<file path="src/rtl/dmem_pkg.sv">
// Shared types and sizes for the data-memory port arbiter.
package dmem_pkg;

  localparam int DMEM_ADDR_W = 5;
  localparam int DMEM_DATA_W = 32;

  // Owner of the read whose data comes back next cycle
  typedef enum logic [1:0] {
    OWN_NONE = 2'd0,
    OWN_CPU  = 2'd1,
    OWN_DMA  = 2'd2
  } owner_e;

  // NORMAL: CPU has priority; DMA_FORCE: DMA has priority for one cycle
  typedef enum logic {
    NORMAL    = 1'b0,
    DMA_FORCE = 1'b1
  } arb_state_e;

endpackage

</file>
<file path="src/rtl/dmem_starve_ctr.sv">
// Saturating 4-bit count of consecutive CPU wins while the DMA waits.
// o_at_max flags the increment that brings the count to MAX, so the
// arbiter can switch to forced-DMA on the very next cycle.
module dmem_starve_ctr #(
  parameter int MAX = 4
) (
  input  logic clk,
  input  logic rst_n,
  input  logic i_inc,
  input  logic i_clr,
  output logic o_at_max
);

  localparam logic [3:0] MAX_M1 = 4'(MAX - 1);

  logic [3:0] r_cnt;

  // Clear wins over increment; the count holds at 15 instead of wrapping
  always_ff @(posedge clk or negedge rst_n) begin
    if (!rst_n) begin
      r_cnt <= 4'd0;
    end else if (i_clr) begin
      r_cnt <= 4'd0;
    end else if (i_inc && (r_cnt != 4'hF)) begin
      r_cnt <= r_cnt + 4'd1;
    end
  end

  assign o_at_max = i_inc && (r_cnt >= MAX_M1);

endmodule

</file>
<file path="src/rtl/dmem_port_arbiter.sv">
// Single-port data memory arbiter between the CPU MEM stage and a DMA/loader.
// One access per cycle, read data routed back to its owner one cycle later.
module dmem_port_arbiter
  import dmem_pkg::*;
#(
  parameter int ADDR_W     = DMEM_ADDR_W,
  parameter int DATA_W     = DMEM_DATA_W,
  parameter int STARVE_MAX = 4
) (
  input  logic              clk,
  input  logic              rst_n,
  input  logic              i_cpu_req,
  input  logic              i_cpu_we,
  input  logic [ADDR_W-1:0] i_cpu_addr,
  input  logic [DATA_W-1:0] i_cpu_wdata,
  output logic              o_cpu_stall,
  output logic              o_cpu_rvalid,
  output logic [DATA_W-1:0] o_cpu_rdata,
  input  logic              i_dma_req,
  input  logic              i_dma_we,
  input  logic [ADDR_W-1:0] i_dma_addr,
  input  logic [DATA_W-1:0] i_dma_wdata,
  output logic              o_dma_gnt,
  output logic              o_dma_rvalid,
  output logic [DATA_W-1:0] o_dma_rdata,
  output logic              o_mem_en,
  output logic              o_mem_we,
  output logic [ADDR_W-1:0] o_mem_addr,
  output logic [DATA_W-1:0] o_mem_wdata,
  input  logic [DATA_W-1:0] i_mem_rdata
);

  arb_state_e  r_state;
  arb_state_e  w_state_nxt;
  owner_e      r_rd_owner;
  owner_e      w_rd_owner_nxt;
  logic        w_gnt_cpu;
  logic        w_gnt_dma;
  logic        w_starve_inc;
  logic        w_starve_clr;
  logic        w_at_max;
  logic [DATA_W-1:0] r_cpu_rdata;
  logic [DATA_W-1:0] r_dma_rdata;

  // Grant select; forced-DMA only applies while the DMA is still asking,
  // and no grant is issued while reset is asserted
  always_comb begin
    w_gnt_cpu = 1'b0;
    w_gnt_dma = 1'b0;
    if (rst_n) begin
      if ((r_state == DMA_FORCE) && i_dma_req) begin
        w_gnt_dma = 1'b1;
      end else if (i_cpu_req) begin
        w_gnt_cpu = 1'b1;
      end else if (i_dma_req) begin
        w_gnt_dma = 1'b1;
      end
    end
  end

  // Only a CPU win over a waiting DMA in NORMAL extends the starvation run
  assign w_starve_inc = (r_state == NORMAL) && w_gnt_cpu && i_dma_req;
  assign w_starve_clr = !w_starve_inc;

  dmem_starve_ctr #(
    .MAX (STARVE_MAX)
  ) u_starve_ctr (
    .clk      (clk),
    .rst_n    (rst_n),
    .i_inc    (w_starve_inc),
    .i_clr    (w_starve_clr),
    .o_at_max (w_at_max)
  );

  // Next-state: forced-DMA lasts exactly one cycle whatever happens in it
  always_comb begin
    w_state_nxt = r_state;
    case (r_state)
      NORMAL:    if (w_at_max) w_state_nxt = DMA_FORCE;
      DMA_FORCE: w_state_nxt = NORMAL;
      default:   w_state_nxt = NORMAL;
    endcase
  end

  // State register
  always_ff @(posedge clk or negedge rst_n) begin
    if (!rst_n) r_state <= NORMAL;
    else        r_state <= w_state_nxt;
  end

  // Memory-side payload mux, all zero when idle
  always_comb begin
    o_mem_we    = 1'b0;
    o_mem_addr  = '0;
    o_mem_wdata = '0;
    if (w_gnt_cpu) begin
      o_mem_we    = i_cpu_we;
      o_mem_addr  = i_cpu_addr;
      o_mem_wdata = i_cpu_wdata;
    end else if (w_gnt_dma) begin
      o_mem_we    = i_dma_we;
      o_mem_addr  = i_dma_addr;
      o_mem_wdata = i_dma_wdata;
    end
  end

  assign o_mem_en    = w_gnt_cpu || w_gnt_dma;
  assign o_cpu_stall = i_cpu_req && !w_gnt_cpu;
  assign o_dma_gnt   = w_gnt_dma;

  // Tag each granted read with its owner; writes and idle cycles tag NONE
  always_comb begin
    w_rd_owner_nxt = OWN_NONE;
    if (w_gnt_cpu && !i_cpu_we)      w_rd_owner_nxt = OWN_CPU;
    else if (w_gnt_dma && !i_dma_we) w_rd_owner_nxt = OWN_DMA;
  end

  // Read owner register; reset drops any pending return
  always_ff @(posedge clk or negedge rst_n) begin
    if (!rst_n) r_rd_owner <= OWN_NONE;
    else        r_rd_owner <= w_rd_owner_nxt;
  end

  // Capture returned data so each owner's rdata holds until its next read
  always_ff @(posedge clk or negedge rst_n) begin
    if (!rst_n) begin
      r_cpu_rdata <= '0;
      r_dma_rdata <= '0;
    end else begin
      if (r_rd_owner == OWN_CPU) r_cpu_rdata <= i_mem_rdata;
      if (r_rd_owner == OWN_DMA) r_dma_rdata <= i_mem_rdata;
    end
  end

  // Memory data is passed straight through on the return cycle
  assign o_cpu_rvalid = (r_rd_owner == OWN_CPU);
  assign o_dma_rvalid = (r_rd_owner == OWN_DMA);
  assign o_cpu_rdata  = o_cpu_rvalid ? i_mem_rdata : r_cpu_rdata;
  assign o_dma_rdata  = o_dma_rvalid ? i_mem_rdata : r_dma_rdata;

endmodule

</file>
<file path="config.mk">
export PLATFORM = sky130hd
export DESIGN_NAME = dmem_port_arbiter
export DESIGN_NICKNAME = d
export VERILOG_FILES = /design/src/rtl/dmem_pkg.sv /design/src/rtl/dmem_starve_ctr.sv /design/src/rtl/dmem_port_arbiter.sv
export SDC_FILE = /design/constraint.sdc
export NUM_CORES = 1
export LEC_CHECK = 0
export BUFFER_PORTS_ARGS = -buffer_cell sky130_fd_sc_hd__buf_2
export CAP_MARGIN = 15
export CORE_MARGIN = 3
export CORE_UTILIZATION = 30
export CTS_CLUSTER_SIZE = 8
export DETAILED_ROUTE_END_ITERATION = 12
export PLACE_DENSITY = 0.66
export SYNTH_ARGS = -nofsm -noshare
export SYNTH_HDL_FRONTEND = slang
export SYNTH_HIERARCHICAL = 1
export SYNTH_SLANG_ARGS = --single-unit
</file>
<file path="constraint.sdc">
create_clock -name clk -period 2.33 [get_ports clk]
set_input_delay 0.233 -clock clk [delete_from_list [all_inputs] [get_ports clk]]
set_output_delay 0.233 -clock clk [all_outputs]
set_load 0.005 [all_outputs]
</file>
# [Word-level counts from Yosys, hierarchy flattened]
# Cells that the tools add are included.
[classes] addsub=1 multipliers=0 div=0 magnitude_cmp=1 n_eq_ne=4 n_shift=0 n_mux=21 bitwise_logic=1 n_reduce_logical=12
[op_table] operator="two-way mux 32 bit" n=4
[op_table] operator="two-way mux 1 bit" n=10
[op_table] operator="two-way mux 5 bit" n=2
[op_table] operator="logical AND 1 bit" n=8
[op_table] operator="two-way mux 4 bit" n=2
[op_table] operator="adder 4 x 1 -> 4 bit (second input constant)" n=1
[op_table] operator="greater-or-equal comparator 4 x 2 -> 1 bit (second input constant)" n=1
[op_table] operator="two-way mux 2 bit" n=2
[op_table] operator="inequality test 4 bit (second input constant)" n=1
[op_table] operator="zero test 1 bit" n=3
[op_table] operator="== test 2 x 1 -> 1 bit (second input constant)" n=1
[op_table] operator="== test 2 bit (second input constant)" n=1
[op_table] operator="inequality test 2 bit (second input constant)" n=1
[op_table] operator="one-hot mux 1 bit (2 select lines)" n=1
[op_table] operator="logical OR 1 bit" n=1
[op_table] operator="inverter 1 bit" n=1
[totals] ff_bits=71 latchBits=0 ramBits=0 rom_bits=0 inputBits=112 output_inout_bits=107 wordCells=45 memories=0

# [Depth between registers and ports, before layout]
[depth] ltp_word=8 depth_mapped=7 mapped_depth_nobuf=5

# [Hierarchy]
# Netlist, hierarchy kept.
[by_module_without_submodules] mod="dmem_port_arbiter" n_inst=1 cells_per_inst=291 area_per_inst_um2=3483.3 seq_area_each_um2=1676.6
[by_module_without_submodules] mod="dmem_starve_ctr" n_inst=1 cells_per_inst=23 area_per_inst_um2=227.7 seq_area_each_um2=100.1

# [Least setup slack after synthesis]
# OpenSTA, ideal clock, no wires.
[synth_timing] path_kind="reg2reg" startpoint="register r_state" endpoint="register u_starve_ctr.r_cnt[0]" arrival_time_ns=1.540 required_ns=2.205 slack_ns=0.665 stages_incl_launch_ff=8 cell_sequence="dfrtp_1 > nor2b_1 > buf_2 > buf_4 > and3_1 > inv_1 > nor2_2 > mux2_4"
[synth_between] elab_chain_len=7 elab_cells_between_ends=9 classes_between="1 x eq/ne; 3 x mux; 1 x bitwise; 4 x reduce/logical"
[synth_lines] item="from (decl)" line_no="dmem_port_arbiter.sv:33" rtl="arb_state_e r_state;"
[synth_lines] item="from (signal assigned)" line_no="dmem_port_arbiter.sv:88" rtl="else r_state <= w_state_nxt;"
[synth_lines] item="logical AND 1 bit" line_no="dmem_port_arbiter.sv:51" rtl="if ((r_state == DMA_FORCE) && i_dma_req) begin"
[synth_lines] item="two-way mux 1 bit" line_no="dmem_port_arbiter.sv:51"
[synth_lines] item="two-way mux 1 bit" line_no="dmem_port_arbiter.sv:50" rtl="if (rst_n) begin"
[synth_lines] item="logical AND 1 bit * (2 in series)" line_no="dmem_port_arbiter.sv:62" rtl="assign w_starve_inc = (r_state == NORMAL) && w_gnt_cpu && i_dma_req;"
[synth_lines] item="named net w_starve_inc" line_no="dmem_port_arbiter.sv:39" rtl="logic w_starve_inc;"
[synth_lines] item="logical AND 1 bit" line_no="dmem_starve_ctr.sv:24" rtl="end else if (i_inc && (r_cnt != 4'hF)) begin"
[synth_lines] item="inequality test 2 bit (no line)"
[synth_lines] item="to (signal assigned)" line_no="dmem_starve_ctr.sv:25" rtl="r_cnt <= r_cnt + 4'd1;"
[synth_lines] item="to (decl)" line_no="dmem_starve_ctr.sv:16" rtl="logic [3:0] r_cnt;"
# Mark *: on every way through the listed nets, which the timed path passes. The rest lies on a longest branch.
# A chain may end at the register's enable or synchronous reset.

# [Worst setup path after layout]
[layout_timing] startpoint="input rst_n" endpoint="output o_mem_wdata[7]"
[layout_between] elab_chain_len=3 elab_cells_between_ends=4 classes_between="4 x mux"
[layout_lines] item="from (decl)" line_no="dmem_port_arbiter.sv:11" rtl="input logic rst_n,"
[layout_lines] item="two-way mux 1 bit" line_no="dmem_port_arbiter.sv:50"
[layout_lines] item="two-way mux 32 bit" line_no="dmem_port_arbiter.sv:100" rtl="end else if (w_gnt_dma) begin"
[layout_lines] item="two-way mux 32 bit *" line_no="dmem_port_arbiter.sv:96" rtl="if (w_gnt_cpu) begin"
[layout_lines] item="to (decl)" line_no="dmem_port_arbiter.sv:29" rtl="output logic [DATA_W-1:0] o_mem_wdata,"
# Mark *: on every way between the ends. The rest lies on a longest branch, timed or not.

==> flow_summary.toml <==
[yosys]
avgSynthCellArea_um2 = 11.8
ys.flop_type = "dfrtp_1"
ys_seq_elements = 71
synthTopCellsByArea = "dfrtp_1, mux2_2, o32ai_2, nand2_1, o32ai_1"
synth_seq_area_share = 0.479
syn-cell-area_um2 = 3710
synth_top_area_cell = "dfrtp_1"
synth.distinct_cells = 30
synth_top_area_share = 0.479
synthesis.nets = 427
yosys_warnings = 6
ys_async_sr_fraction = 1.00
synth_cells = 314
synth_edf_count = 0

[global_routing]
grt_usage = 0.154
antenna_found_initial = 0
overflow = 0
grt_pass1_wl_mm = 16.4
grt_max_degree = 60
grt_pass1_vias = 3283

[clock_tree]
cts_made_buffers = 9
post_cts_buffers = 0
htreeDepth = 3
clk_transition_reported_paths_ns = 0.06
ctsLongestPathBuffers = 2
cts_tree = "yes"
cts_sinks = 71
clk_latency_ns = 0.32
root_buffer = "clkbuf_16"

[detailed_routing]
drtIter0Drc = 178
routed_wl_mm = 10.8
ant_nets = 0
wl_per_cell_um = 15.7
highest_layer = "met4"
viasPerCell = 4.70
vias = 3250
wl_met2_mm = 5.54
met3WireLength_um = 901
drc = 0
drt_pass1_iterations = 4
drt-met1-wl_mm = 4.09

[timing]
whs_ns = 0.102
worstMarginPinSlew_ns = 0.723
slew_viol_final = 0
timing.final.crit_share = 0.936
skew_ns = 0.00811
relSlewSlack = 0.518
period_needed_ns = 2.18
rsz0062_at_grt = "false"
finalHoldViolCount = 0
setup_viol = 0
final.setup.tns_ns = 0
fmax_ghz = 0.458

[pwr]
p_sw_frac = 0.256
p_switching_w = 0.00101
power.internal_w = 0.00294
p_leak_nw = 2.58
power.total_w = 0.00395
pwr-share-comb = 0.243
seqPwrFrac = 0.388
p_clk_frac = 0.369
pwr_density_cell_nw_per_um2 = 756
ir_worst_vdd_v = 0.000307

[placed_design]
place_hpwl_mm = 8.53
gp_congestion = 0.856
dpl.cell_count = 675
port_buffers = 218

[floorplanning]
die_w_um = 117
core-area_um2 = 11800
die_y_um = 117
ioPinCount = 219
start_util = 0.316
die_area_um2 = 13700
std_cell_rows = 39

[worst_setup_path]
worstPathMaxFanout = 43
critPathLaunchType = "input port"
worstSetupPathType = "input port to output pin"
cp-end-kind = "output pin"
critical_path_arrival_ns = 1.95
cp.required_ns = 2.10

[layout]
drive_above_1_share = 0.632
fin_nets = 636
fillers = 1114
n_antenna_cell = 0
utilization = 0.445
final_cell_mix = "buf_2, nand2_1, dfrtp_1"
final_common_cell = "buf_2"
multi_input_area_um2 = 1720
fin_cells = 691
syn_to_final_growth_pct = 40.9
final-seq-area_um2 = 1780

[run]
max-cap-violations = 0

[run_status]
status = "complete, no violations"

[worst_hold_path]
min-delay-path-class = "input port to flip-flop"
-- per-layer routing --
layer	track usage	vias to the layer above
li1	-	1547
met4	0.0596	0
met2	0.277	157
met5	0	-
met3	0.0406	15
met1	0.172	1531
-- registers in the layout, indices dropped and copies added (netlist names) --
| name | count |
|---|---|
| r_state | 1 |
| u_starve_ctr/r_cnt | 4 |
| r_dma_rdata | 32 |
| r_cpu_rdata | 32 |
| r_rd_owner | 2 |
-- synthesized netlist by cell type (2+ instances only) --
cell / count
dfrtp_1: 71
nand2_1: 78
mux2_2: 64
nand2b_1: 3
nor2b_1: 4
o32ai_2: 20
buf_6: 12
nor2_1: 3
and3_1: 2
a21oi_1: 2
o32ai_1: 18
inv_1: 2
buf_4: 3
nor3_1: 3
clkbuf_1: 6
buf_2: 9
-- worst max-delay path, cell delays in order --
cell	delay [ns]
dlygate4sd3_1	0.55
buf_6	0.29
buf_4	0.34
nand2_1	0.08
o32ai_1	0.23
buf_2	0.18
-- cell type report --
cell class / instances / area share
clock buffers: 10 / 0.0457
clock inverters: 5 / 0.0156
inverters: 3 / 0.00215
multi-input cells: 210 / 0.328
flip-flops and latches: 71 / 0.340
well taps: 164 / 0.0392
repair buffers: 228 / 0.229
-- power by group through the flow --
| stage | combinational, W | clock (W) | sequential, W |
|---|---|---|---|
| detailed placement | 0.000976 | 0 | 0.00156 |
| CTS | 0.000981 | 0.00152 | 0.00153 |
| global route | 0.00107 | 0.00157 | 0.00156 |
| global placement | 0.000952 | 0 | 0.00154 |
| floorplan | 0.000501 | 0 | 0.00153 |
| finish | 0.000960 | 0.00146 | 0.00153 |
-- what timing repair did --
item / 4_1_cts / 5_1_grt
hold buffers: 1 / 0
endpoints found under the hold margin: 8 / 0
endpoints found under the setup margin: 0 / 21
resized for setup: 0 / 1
-- worst paths after layout --
check                                                    endpoint  slack, ns  cells past startpoint                      from
worst max-delay path                               o_mem_wdata[7]       0.15                      6                     rst_n
worst min-delay path                      r_rd_owner[0]$_DFF_PN0_       0.10                      2                  i_cpu_we
worst max register to register  u_starve_ctr/r_cnt[0]$_DFFE_PN0P_       0.51                      5         r_state$_DFF_PN0_
worst min register to register           r_cpu_rdata[8]$_DFF_PN0_       0.49                      1  r_cpu_rdata[8]$_DFF_PN0_
max in group asynchronous                r_cpu_rdata[4]$_DFF_PN0_       0.91                      3                     rst_n
min in group asynchronous               r_dma_rdata[16]$_DFF_PN0_       0.38                      2                     rst_n
-- through the flow --
| step | setup slack, ns | area (um2) |
|---|---|---|
| floorplan | 0.665 | 3710 |
| detailed placement | 0.546 | 4890 |
| global placement | 0.597 | 4890 |
| global route | 0.00582 | 5230 |
| finish | 0.148 | 5230 |
| CTS | 0.0383 | 5230 |
-- cell families after synthesis --
logic type | synth area share
fa+ha+maj | 0.00337
simple gates | 0.112
compound gates | 0.141
buf+inv | 0.0637
flops | 0.479
mux | 0.201
Note: power is estimated with default switching activity, not from simulation.
